<file path="src/rtl/rr_arb_4_if.sv">
// Request/grant bundle between requesters and the rr_arb_4 arbiter.
interface rr_arb_4_if;
  logic [3:0] req;
  logic       done;
  logic [3:0] gnt;
  logic [1:0] gnt_id;
  logic       busy;
  logic       timeout;

  modport master (
    output req, done,
    input  gnt, gnt_id, busy, timeout
  );

  modport slave (
    input  req, done,
    output gnt, gnt_id, busy, timeout
  );
endinterface

</file>
<file path="src/rtl/rr_arb_4.sv">
// Four-requester round-robin arbiter with hold-time limit and a one-cycle
// dead gap between owners; grants are produced by a one-hot decoder.
module dec_1_4 (
  input  logic       e,
  input  logic [1:0] s,
  output logic [3:0] y
);
  always_comb begin
    y = '0;
    if (e) y[s] = 1'b1;
  end
endmodule

module rr_arb_4 #(
  parameter int unsigned HOLD_MAX = 8
) (
  input  logic        clk,
  input  logic        rst_b,
  rr_arb_4_if.slave   bus
);

  typedef enum logic [1:0] {
    IDLE  = 2'd0,
    GRANT = 2'd1,
    GAP   = 2'd2
  } state_t;

  state_t     state_q, state_d;
  logic [7:0] cnt_q, cnt_d;
  logic [1:0] ptr_q, ptr_d;
  logic [1:0] gnt_id_q, gnt_id_d;
  logic       timeout_q, timeout_d;

  logic       found;
  logic [1:0] winner;
  logic [1:0] idx;
  logic       release_now;
  logic       busy;

  // Rotating first-set scan starting at ptr.
  always_comb begin
    found  = 1'b0;
    winner = ptr_q;
    idx    = ptr_q;
    for (int unsigned i = 0; i < 4; i++) begin
      idx = ptr_q + i[1:0];
      if (!found && bus.req[idx]) begin
        found  = 1'b1;
        winner = idx;
      end
    end
  end

  assign release_now = bus.done || !bus.req[gnt_id_q] || (cnt_q == 8'(HOLD_MAX));

  always_comb begin
    state_d   = state_q;
    cnt_d     = cnt_q;
    ptr_d     = ptr_q;
    gnt_id_d  = gnt_id_q;
    timeout_d = 1'b0;
    unique case (state_q)
      IDLE: begin
        if (found) begin
          gnt_id_d = winner;
          cnt_d    = 8'd1;
          state_d  = GRANT;
        end
      end
      GRANT: begin
        if (release_now) begin
          ptr_d     = gnt_id_q + 2'd1;
          // Timeout flagged only when the hold limit alone forced release.
          timeout_d = !bus.done && bus.req[gnt_id_q];
          state_d   = GAP;
        end else begin
          cnt_d = cnt_q + 8'd1;
        end
      end
      GAP:     state_d = IDLE;
      default: state_d = IDLE;
    endcase
  end

  always_ff @(posedge clk or negedge rst_b) begin
    if (!rst_b) begin
      state_q   <= IDLE;
      cnt_q     <= '0;
      ptr_q     <= '0;
      gnt_id_q  <= '0;
      timeout_q <= 1'b0;
    end else begin
      state_q   <= state_d;
      cnt_q     <= cnt_d;
      ptr_q     <= ptr_d;
      gnt_id_q  <= gnt_id_d;
      timeout_q <= timeout_d;
    end
  end

  assign busy        = (state_q == GRANT);
  assign bus.busy    = busy;
  assign bus.gnt_id  = gnt_id_q;
  assign bus.timeout = timeout_q;

  dec_1_4 u_dec (
    .e (busy),
    .s (gnt_id_q),
    .y (bus.gnt)
  );

endmodule

</file>
<file path="src/flat_wrapper.sv">
// flat-port wrapper written by rule: the top's interface ports become plain ports
module rr_arb_4_flat 
#(
  parameter int unsigned HOLD_MAX = 8
)
  (clk, rst_b, bus_req, bus_done, bus_gnt, bus_gnt_id, bus_busy, bus_timeout);
  rr_arb_4_if bus_i ();
  input  logic clk;
  input  logic rst_b;
  input wire logic [$bits(bus_i.req)-1:0] bus_req;
  input wire logic [$bits(bus_i.done)-1:0] bus_done;
  output wire logic [$bits(bus_i.gnt)-1:0] bus_gnt;
  output wire logic [$bits(bus_i.gnt_id)-1:0] bus_gnt_id;
  output wire logic [$bits(bus_i.busy)-1:0] bus_busy;
  output wire logic [$bits(bus_i.timeout)-1:0] bus_timeout;
  assign bus_i.req = bus_req;
  assign bus_i.done = bus_done;
  assign bus_gnt = bus_i.gnt;
  assign bus_gnt_id = bus_i.gnt_id;
  assign bus_busy = bus_i.busy;
  assign bus_timeout = bus_i.timeout;
  rr_arb_4 #(.HOLD_MAX(HOLD_MAX)) u_core (.clk(clk), .rst_b(rst_b), .bus(bus_i));
endmodule
</file>
<file path="config.mk">
export PLATFORM = sky130hd
export DESIGN_NAME = rr_arb_4_flat
export DESIGN_NICKNAME = d
export VERILOG_FILES = /design/src/rtl/rr_arb_4_if.sv /design/src/rtl/rr_arb_4.sv /design/src/flat_wrapper.sv
export SDC_FILE = /design/constraint.sdc
export NUM_CORES = 1
export LEC_CHECK = 0
export ABC_AREA = 1
export CAP_MARGIN = 30
export CORE_ASPECT_RATIO = 0.75
export CORE_UTILIZATION = 33
export CTS_CLUSTER_DIAMETER = 200
export DETAILED_ROUTE_END_ITERATION = 10
export REMOVE_ABC_BUFFERS = 1
export SLEW_MARGIN = 20
export SYNTH_ARGS = -nofsm -noshare
export SYNTH_HDL_FRONTEND = slang
export SYNTH_SLANG_ARGS = --single-unit
</file>
<file path="constraint.sdc">
create_clock -name clk -period 2.2 [get_ports clk]
set_input_delay 0.44 -clock clk [delete_from_list [all_inputs] [get_ports clk]]
set_output_delay 0.44 -clock clk [all_outputs]
set_load 0.02 [all_outputs]
</file>
# Word level (Yosys, flattened, before mapping)

Index checks and enable logic that the tools add are counted.

Add/sub/neg operators: 5
Magnitude comparators: 6
Equality and inequality tests: 5
Multiplexer cells: 28
Reduce and logical (&&, ||, !) cells: 18

Operators with widths:

| kind                                                              | count |
|---|---|
| 2-to-1 mux 8 bit                                                  | 2 |
| one-hot mux 8 bit (2 select lines)                                | 1 |
| < comparator 2 x 3 -> 1 bit, second input constant                | 5 |
| 2-to-1 mux 1 bit                                                  | 12 |
| binary-select mux 1 bit (select 2 bit)                            | 5 |
| 2-to-1 mux 2 bit                                                  | 5 |
| adder 8 x 1 -> 8 bit, second input constant                       | 1 |
| equality test 8 x 4 -> 1 bit, second input constant               | 1 |
| AND reduction 2 bit                                               | 3 |
| logical AND 1 bit                                                 | 5 |
| logical NOT 1 bit                                                 | 5 |
| adder 2 x 1 -> 2 bit, second input constant                       | 2 |
| adder 2 bit, second input constant                                | 2 |
| 2-to-1 mux 4 bit                                                  | 1 |
| != test 2 x 1 -> 1 bit, second input constant                     | 2 |
| one-hot mux 2 bit (2 select lines)                                | 1 |
| AND reduction 3 bit                                               | 1 |
| demux 1 bit (select 2 bit)                                        | 1 |
| equality test 2 x 1 -> 1 bit, second input constant               | 1 |
| greater-or-equal comparator 2 x 1 -> 1 bit, second input constant | 1 |
| logical NOT 2 bit                                                 | 1 |
| logical OR 1 bit                                                  | 2 |
| != test 2 bit, second input constant                              | 1 |
| nonzero test 2 bit                                                | 1 |

Register bits: 15
Bits of input ports: 7

# Longest topological paths before layout

Gate-level depths: netlist of the first run.

Depth after elaboration: 14
Gate-level depth with buffers: 13
Gate-level depth less buffers: 12

# Cells and area by module

A second synthesis of the first run with hierarchy kept.

Cells, all modules: 165
Area, all modules: 1122.3 µm²

Modules (own cells, without submodules):

| module   | times used | cells each | area an instance (µm²) | seq. area each (µm²) |
|---|---|---|---|---|
| rr_arb_4 | 1          | 157        | 1092.3                 | 375.4 |
| dec_1_4  | 1          | 8          | 30.0                   | 0.0 |

# Worst setup path before layout of the first run

No wires, ideal clock.

Kind: register -> output
Start point: reg u_core.state_q[1]
End point: out bus_gnt[0]
Arrival time: 1468 ps
Path slack: 292 ps
Stages on the path, launching flop included: 5
Path buffers: 1
Cell sequence: dfrtp_1 > nor2_1 > inv_1 > clkbuf_1 > nor2_1

Word-level cells in the longest chain between the ends: 2

RTL lines:

| what                         | RTL line           | text |
|---|---|---|
| start, declared              | rr_arb_4.sv:28     | `state_t state_q, state_d;` |
| start signal, assigned       | rr_arb_4.sv:93     | `state_q <= state_d;` |
| equality test 2 x 1 -> 1 bit | rr_arb_4.sv:101    | `assign busy = (state_q == GRANT);` |
| named net bus_busy           | flat_wrapper.sv:14 | `output wire logic [$bits(bus_i.busy)-1:0] bus_busy;` |
| 2-to-1 mux 4 bit             | rr_arb_4.sv:10     | `if (e) y[s] = 1'b1;` |
| end, declared                | flat_wrapper.sv:12 | `output wire logic [$bits(bus_i.gnt)-1:0] bus_gnt;` |

The timed path passes the listed nets, and every way through them passes these cells.

# Final worst setup path of the first run

Start point: reg u_core.state_q[1]
End point: out bus_gnt[3]

Word-level cells in the longest chain between the ends: 2

RTL lines:

| what                         | RTL line |
|---|---|
| equality test 2 x 1 -> 1 bit | rr_arb_4.sv:101 |
| 2-to-1 mux 4 bit             | rr_arb_4.sv:10 |

No other way between the ends.

==> results of run 1 <==
cell families (layout without fill, tap and decap cells):
family	count (synthesis)	after routing	synth area share, %
simple gates	129	129	48.3
flops	15	15	29.7
xor+xnor	2	2	1.39
buf+inv	29	46	10.4
compound gates	10	10	4.26
fa+ha+maj	6	6	5.94
registers in the layout, summed over array words and instances, names as in the netlist:
signal,count
u_core.bus.gnt_id,2
u_core.state_q,2
u_core.ptr_q,2
u_core.cnt_q,8
u_core.bus.timeout,1
repair_timing:
| action | in CTS | in global routing |
|---|---|---|
| gates resized for setup | 3 | 2 |
| gates cloned | 0 | 0 |
| endpoints found under the setup margin | 3 | 1 |
how the worst min path moves through the flow:
stage	from	endpoint	slack [ps]
detailed placement	u_core.ptr_q[0]$_DFFE_PN0P_	u_core.ptr_q[0]$_DFFE_PN0P_	520
finish	rst_b	u_core.cnt_q[2]$_DFFE_PN0P_	500
global route	rst_b	u_core.cnt_q[2]$_DFFE_PN0P_	530
floorplan	rst_b	u_core.bus.gnt_id[0]$_DFFE_PN0P_	140
global placement	u_core.ptr_q[0]$_DFFE_PN0P_	u_core.ptr_q[0]$_DFFE_PN0P_	520
CTS	rst_b	u_core.cnt_q[2]$_DFFE_PN0P_	510
critical path: cells and delay by family (launching register included):
kind / cells / cell delay (ps)
simple gates: 2 / 270
flops: 1 / 390
buf+inv: 2 / 740
routing by layer:
layer	track usage (%)	part of all wire (%)	vias to the layer above
met3	4.53	4.2	2
met4	3.02	0.42	0
met2	24.1	44	21
met5	0	0	-
li1	-	-	629
met1	23.3	52	534
placed cells by master (no fill, tap or decap), types with 2 or more instances in the layout:
cell type        Yosys  layout
inv_1               22      21
nand2_1             70      70
nand3_1             23      23
clkbuf_8             0       3
nand4_1              2       2
o21ai_0              4       4
nand2_4              3       3
dlygate4sd2_1        0       3
nand2_2              7       7
clkdlybuf4s50_1      0      11
nor2_1              15      15
ha_1                 6       6
dfrtp_1             15      14
a21oi_1              4       4
buf_4                1       3
nor3_1               3       3
inv_2                3       4
power by group through the flow:
stage	registers (uW)	clock network (uW)	logic, uW
after floorplan	469	0	927
after global placement	465	0	1300
after detailed placement	462	0	1310
after CTS	456	231	1300
after global routing	469	243	1480
final	458	229	1290
final cells by class:
type / count / area (um2)
Timing Repair Buffer: 17 / 159
Fill cell: 409 / 2160
Sequential cell: 15 / 377
Inverter: 25 / 93.8
Multi-Input combinational cell: 147 / 757
Tap cell: 52 / 65.1
Clock buffer: 4 / 45.0
per-stage QoR:
stage	hold slack [ps]	power, uW	area [um2]	std cells
final	502	1980	1500	260
after global placement	519	1770	1450	256
after floorplan	144	1400	1230	187
after CTS	511	1990	1500	260
after global routing	526	2190	1500	260
after detailed placement	515	1770	1450	256
==> flow_metrics.tcl, run 1 <==
set metrics [dict create \
    status "complete, but fails checks" \
    violations "DRC" \
    grt_max_degree 16 \
    post-cts-setup-buffers 0 \
    final.setup.tns_ps 0 \
    synth_edf_count 0 \
    synth_top_cell_area_share_pct 29.7 \
    drtIter0Drc 61 \
    port_buffers 14 \
    clock-sinks 15 \
    synth_most_common_cell "nand2_1" \
    vdd_drop_max_v 0.000458 \
    endpoint "bus_gnt[3]" \
    antenna_left 0 \
    maxSlewViolCount 0 \
    startpoint "u_core.state_q[1]$_DFFE_PN0P_" \
    power_frac_clock_pct 11.6 \
    htreeDepth 1 \
    die_h_um 55.6 \
    viasPerCell 4.56 \
    final_util_pct 40.9 \
    dr.pass1.iters 7 \
    io_pins 15 \
    p_seq_share_pct 23.1 \
    hold_path_class "input pin to asynchronous set/reset pin" \
    combPwrFrac_pct 65.3 \
    wl_um 2840 \
    yosys_warnings 0 \
    synthTopCellsByArea "dfrtp_1 (30%), nand2_1 (21%), nand3_1 (9.1%), inv_1 (6.5%), ha_1 (5.9%)" \
    cp.arrival_ps 1660 \
    period_needed_ps 2100 \
    route.detailed.drc 2 \
    final.period_utilization_pct 95.4 \
    synth.yosys.seq_area_share_pct 29.7 \
    grt_pass1_wl_um 5050 \
    vias 1186 \
    synth_cell_types 27 \
    critPathSlowestCell "clkdlybuf4s50_1" \
    start_util_pct 34.5 \
    cts-root-buf "clkbuf_8" \
    rrSetupSlack_ps 570 \
    core_um2 3660 \
    syn_area_um2 1260 \
    relSlewSlack_pct 82.5 \
    cap_violations 0 \
    critPathKind "flop to primary output" \
    wl_per_cell_um 10.9 \
    worstMarginPinSlew_ps 262 \
    die_w_um 73.5 \
    numCtsBuffers 3 \
    r2r_end "u_core.cnt_q[7]$_DFFE_PN0P_" \
    final-hold-violation-count 0 \
    avgSynthCellArea_um2 6.62 \
    area_growth_pct 18.4 \
    synthTopCellsByCount "nand2_1 (70), nand3_1 (23), inv_1 (22)" \
    n_antenna_cell 0 \
    timing.final.ws_setup_ps 102 \
    ys.flop_type "dfrtp_1" \
    power.share.switching_pct 53.2 \
    cp_max_fo 11 \
    rsz0062_at_grt "false" \
    nets 222 \
    p_leak_uw 0.000777 \
    clock_skew_ps 4.87 \
    clk_latency_ps 250 \
    num_rows 19 \
    cp-end-kind "primary output" \
    clock_path_buffers 2 \
    dieArea_um2 4080 \
    worstPathCellList "nor2_1 -> inv_2 -> nor2_1 -> clkdlybuf4s50_1" \
    powerDensity_nw_per_um2 1320 \
    r2r-start "u_core.ptr_q[1]$_DFFE_PN0P_" \
    ys_seq_elements 15 \
    p_sw_uw 1050 \
    synth_cells 191 \
    dpl.hpwl_um 2200 \
    antenna_found_initial 0 \
    layout-drive-gt1-share_pct 12.5 \
    holdBufCountCts 0 \
    grt_overflow 0 \
    crit_top_cell "nor2_1" \
    intPower_uw 926 \
    cts.clk_slew.worst_paths_ps 60 \
    fmax_ghz 0.477 \
    async_flop_share_pct 100 \
    r2r_cells 11 \
    required_ps 1760 \
    grt_pass1_vias 1138 \
    place_congestion 0.785 \
    cts_tree "yes" \
    setup_viol 0 \
    slowest_delay_ps 600 \
    post-place-ws_ps 174 \
    grt_util_all_layers_pct 16.1 \
    synth_largest_area_cell "dfrtp_1" \
    setup.worst_path.start_class "flop" \
]
No activity file was read; power rests on OpenSTA's default activity.
==> inputs of run 2 (changes only) <==
SLEW_MARGIN = not set   (was 20)
==> results of run 2 <==
Same layout as run 1: the final DEF is identical, and so are final timing and power.
==> inputs of run 3 (changes only) <==
CORE_UTILIZATION = 59   (was 33)
CTS_CLUSTER_DIAMETER = not set   (was 200)
PLACE_DENSITY = 0.84   (was not set)
==> run 3 against run 2 <==
The flow now finishes without violations. Via count is 2.4% higher. Critical path depth shrank 1. Combinational power hardly changed. Die area shrank 43%. Wire length is 1.5% lower. Worst hold slack gained 59 ps. Register-to-register slack lost 60 ps. Sequential share of layout area grew 0.97 points. Utilization increased by 30 points. Largest power group unchanged.
==> flow_metrics.tcl, run 3 (same netlist as run 1, synthesis figures left out) <==
set metrics [dict create \
    status "finished clean" \
    core_um2 2010 \
    nFillCells 175 \
    final.period_utilization_pct 93.1 \
    path_buf_inv 2 \
    setup_viol 0 \
    grt_util_all_layers_pct 27.1 \
    combPwrFrac_pct 68.2 \
    setup.worst_path.start_class "flop" \
    grt_pass1_wl_um 4920 \
    start_util_pct 62.7 \
    num_rows 14 \
    clock-sinks 15 \
    clock_path_buffers 2 \
    layout-drive-gt1-share_pct 11.6 \
    p_leak_uw 0.000784 \
    cts_tree "yes" \
    numCtsBuffers 3 \
    period_needed_ps 2050 \
    rsz0062_at_grt "false" \
    dpl.cell_count 227 \
    required_ps 1760 \
    vdd_drop_max_v 0.00102 \
    slowest_delay_ps 600 \
    worstPathCellList "nor2_1 -> buf_4 -> clkdlybuf4s50_1" \
    n_antenna_cell 0 \
    drtIter0Drc 37 \
    critPathKind "flop to primary output" \
    port_buffers 14 \
    cts.clk_slew.worst_paths_ps 80 \
    route.detailed.drc 0 \
    critPathSlowestCell "clkdlybuf4s50_1" \
    power_frac_clock_pct 8.1 \
    clk_latency_ps 280 \
    area_growth_pct 13.7 \
    maxSlewViolCount 0 \
    cp.arrival_ps 1610 \
    cts-root-buf "clkbuf_4" \
    cp_top_family "buffers and inverters" \
    clock_skew_ps 2.69 \
    wl_um 2800 \
    intPower_uw 864 \
    multi_input_area_um2 757 \
    final.setup.tns_ps 0 \
    final-hold-violation-count 0 \
    wl_per_cell_um 12.1 \
    stdcell_count 231 \
    htreeDepth 1 \
    final_common_cell "nand2_1" \
    dieArea_um2 2330 \
    worstMarginPinSlew_ps 697 \
    largest_reg_flops 8 \
    place_congestion 0.966 \
    die_w_um 55.4 \
    nets 221 \
    fin_hold_ws_ps 561 \
    die_h_um 42.1 \
    antenna_found_initial 0 \
    dpl.hpwl_um 2160 \
    fmax_ghz 0.488 \
    dr.pass1.iters 4 \
    cp_max_fo 5 \
    power.share.switching_pct 54.8 \
    regArea_um2 375 \
    relSlewSlack_pct 53.4 \
    io_pins 15 \
    vias 1215 \
    grt_max_degree 16 \
    viasPerCell 5.26 \
    p_sw_uw 1050 \
    regMostFlops "u_core.cnt_q" \
    most-common-layout-cells "nand2_1 (70), nand3_1 (23), inv_1 (21)" \
    cp-end-kind "primary output" \
    holdBufCountCts 0 \
    cap_violations 0 \
    p_seq_share_pct 23.7 \
    powerDensity_nw_per_um2 1330 \
    antenna_left 0 \
    grt_pass1_vias 1114 \
    hold_path_class "flop to flop" \
    grt_overflow 0 \
]
## run 3: changes by cell type in the layout (fill, tap and decap cells not counted), sizes merged
cell and delta:
dlymetal6s2s +1, clkdlybuf4s50 -1, buf -1
## run 3: repair_timing
item,4_1_cts,5_1_grt
setup endpoints to repair,3,1
endpoints found under the hold margin,0,0
setup buffers,0,0
gates resized for setup,3,2
pin swaps,0,0
## run 3: layout make-up
cell class                      instances  area share, %
Clock buffer                            4           1.83
Tap cell                               24           2.09
Multi-Input combinational cell        147           52.7
Timing Repair Buffer                   16           10.7
Sequential cell                        15           26.1
Inverter                               25           6.53
## run 3: metal layers
metal  vias to the layer above  GRT usage (%)  part of all wire (%)
li1                        623              -                     -
met1                       550           38.5                    49
met2                        40           41.2                    44
met3                         2           8.02                   6.6
met4                         0           5.50                  0.46
met5                         -              0                     0
## run 3: path summary, 6_finish.rpt
path,from,endpoint,slack [ps],depth (start not counted)
min in group asynchronous,rst_b,u_core.ptr_q[1]$_DFFE_PN0P_,570,1
max reg2reg,u_core.bus.gnt_id[0]$_DFFE_PN0P_,u_core.cnt_q[0]$_DFFE_PN0P_,510,8
max in group asynchronous,rst_b,u_core.bus.gnt_id[0]$_DFFE_PN0P_,1190,1
min,u_core.cnt_q[3]$_DFFE_PN0P_,u_core.cnt_q[3]$_DFFE_PN0P_,560,2
min reg2reg,u_core.cnt_q[3]$_DFFE_PN0P_,u_core.cnt_q[3]$_DFFE_PN0P_,560,2
max,u_core.state_q[1]$_DFFE_PN0P_,bus_busy,150,3
## run 3: through the flow
step	util (%)	power [uW]	worst slack [ps]	cell area, um2
after floorplan	-	1400	293	1230
after global placement	70.1	1700	258	1410
after detailed placement	70.1	1760	147	1410
after CTS	71.2	1900	3.98	1430
after global routing	71.3	2100	29.8	1440
final	71.3	1910	152	1440
## run 3: worst reg2reg max path, stage by stage (launching register included)
cell and delay [ps]:
dfrtp_1 510, inv_1 140, a21oi_1 150, o21ai_0 110, nand2_1 130, nand4_2 230
nand2_4 220, nand2_1 80, nand2_1 70
## run 3: power groups by stage
stage	Clock, uW	Combinational (uW)	Sequential (uW)
after floorplan	0	927	469
after global placement	0	1250	451
after detailed placement	0	1300	455
after CTS	155	1300	449
after global routing	166	1470	465
final	155	1300	452
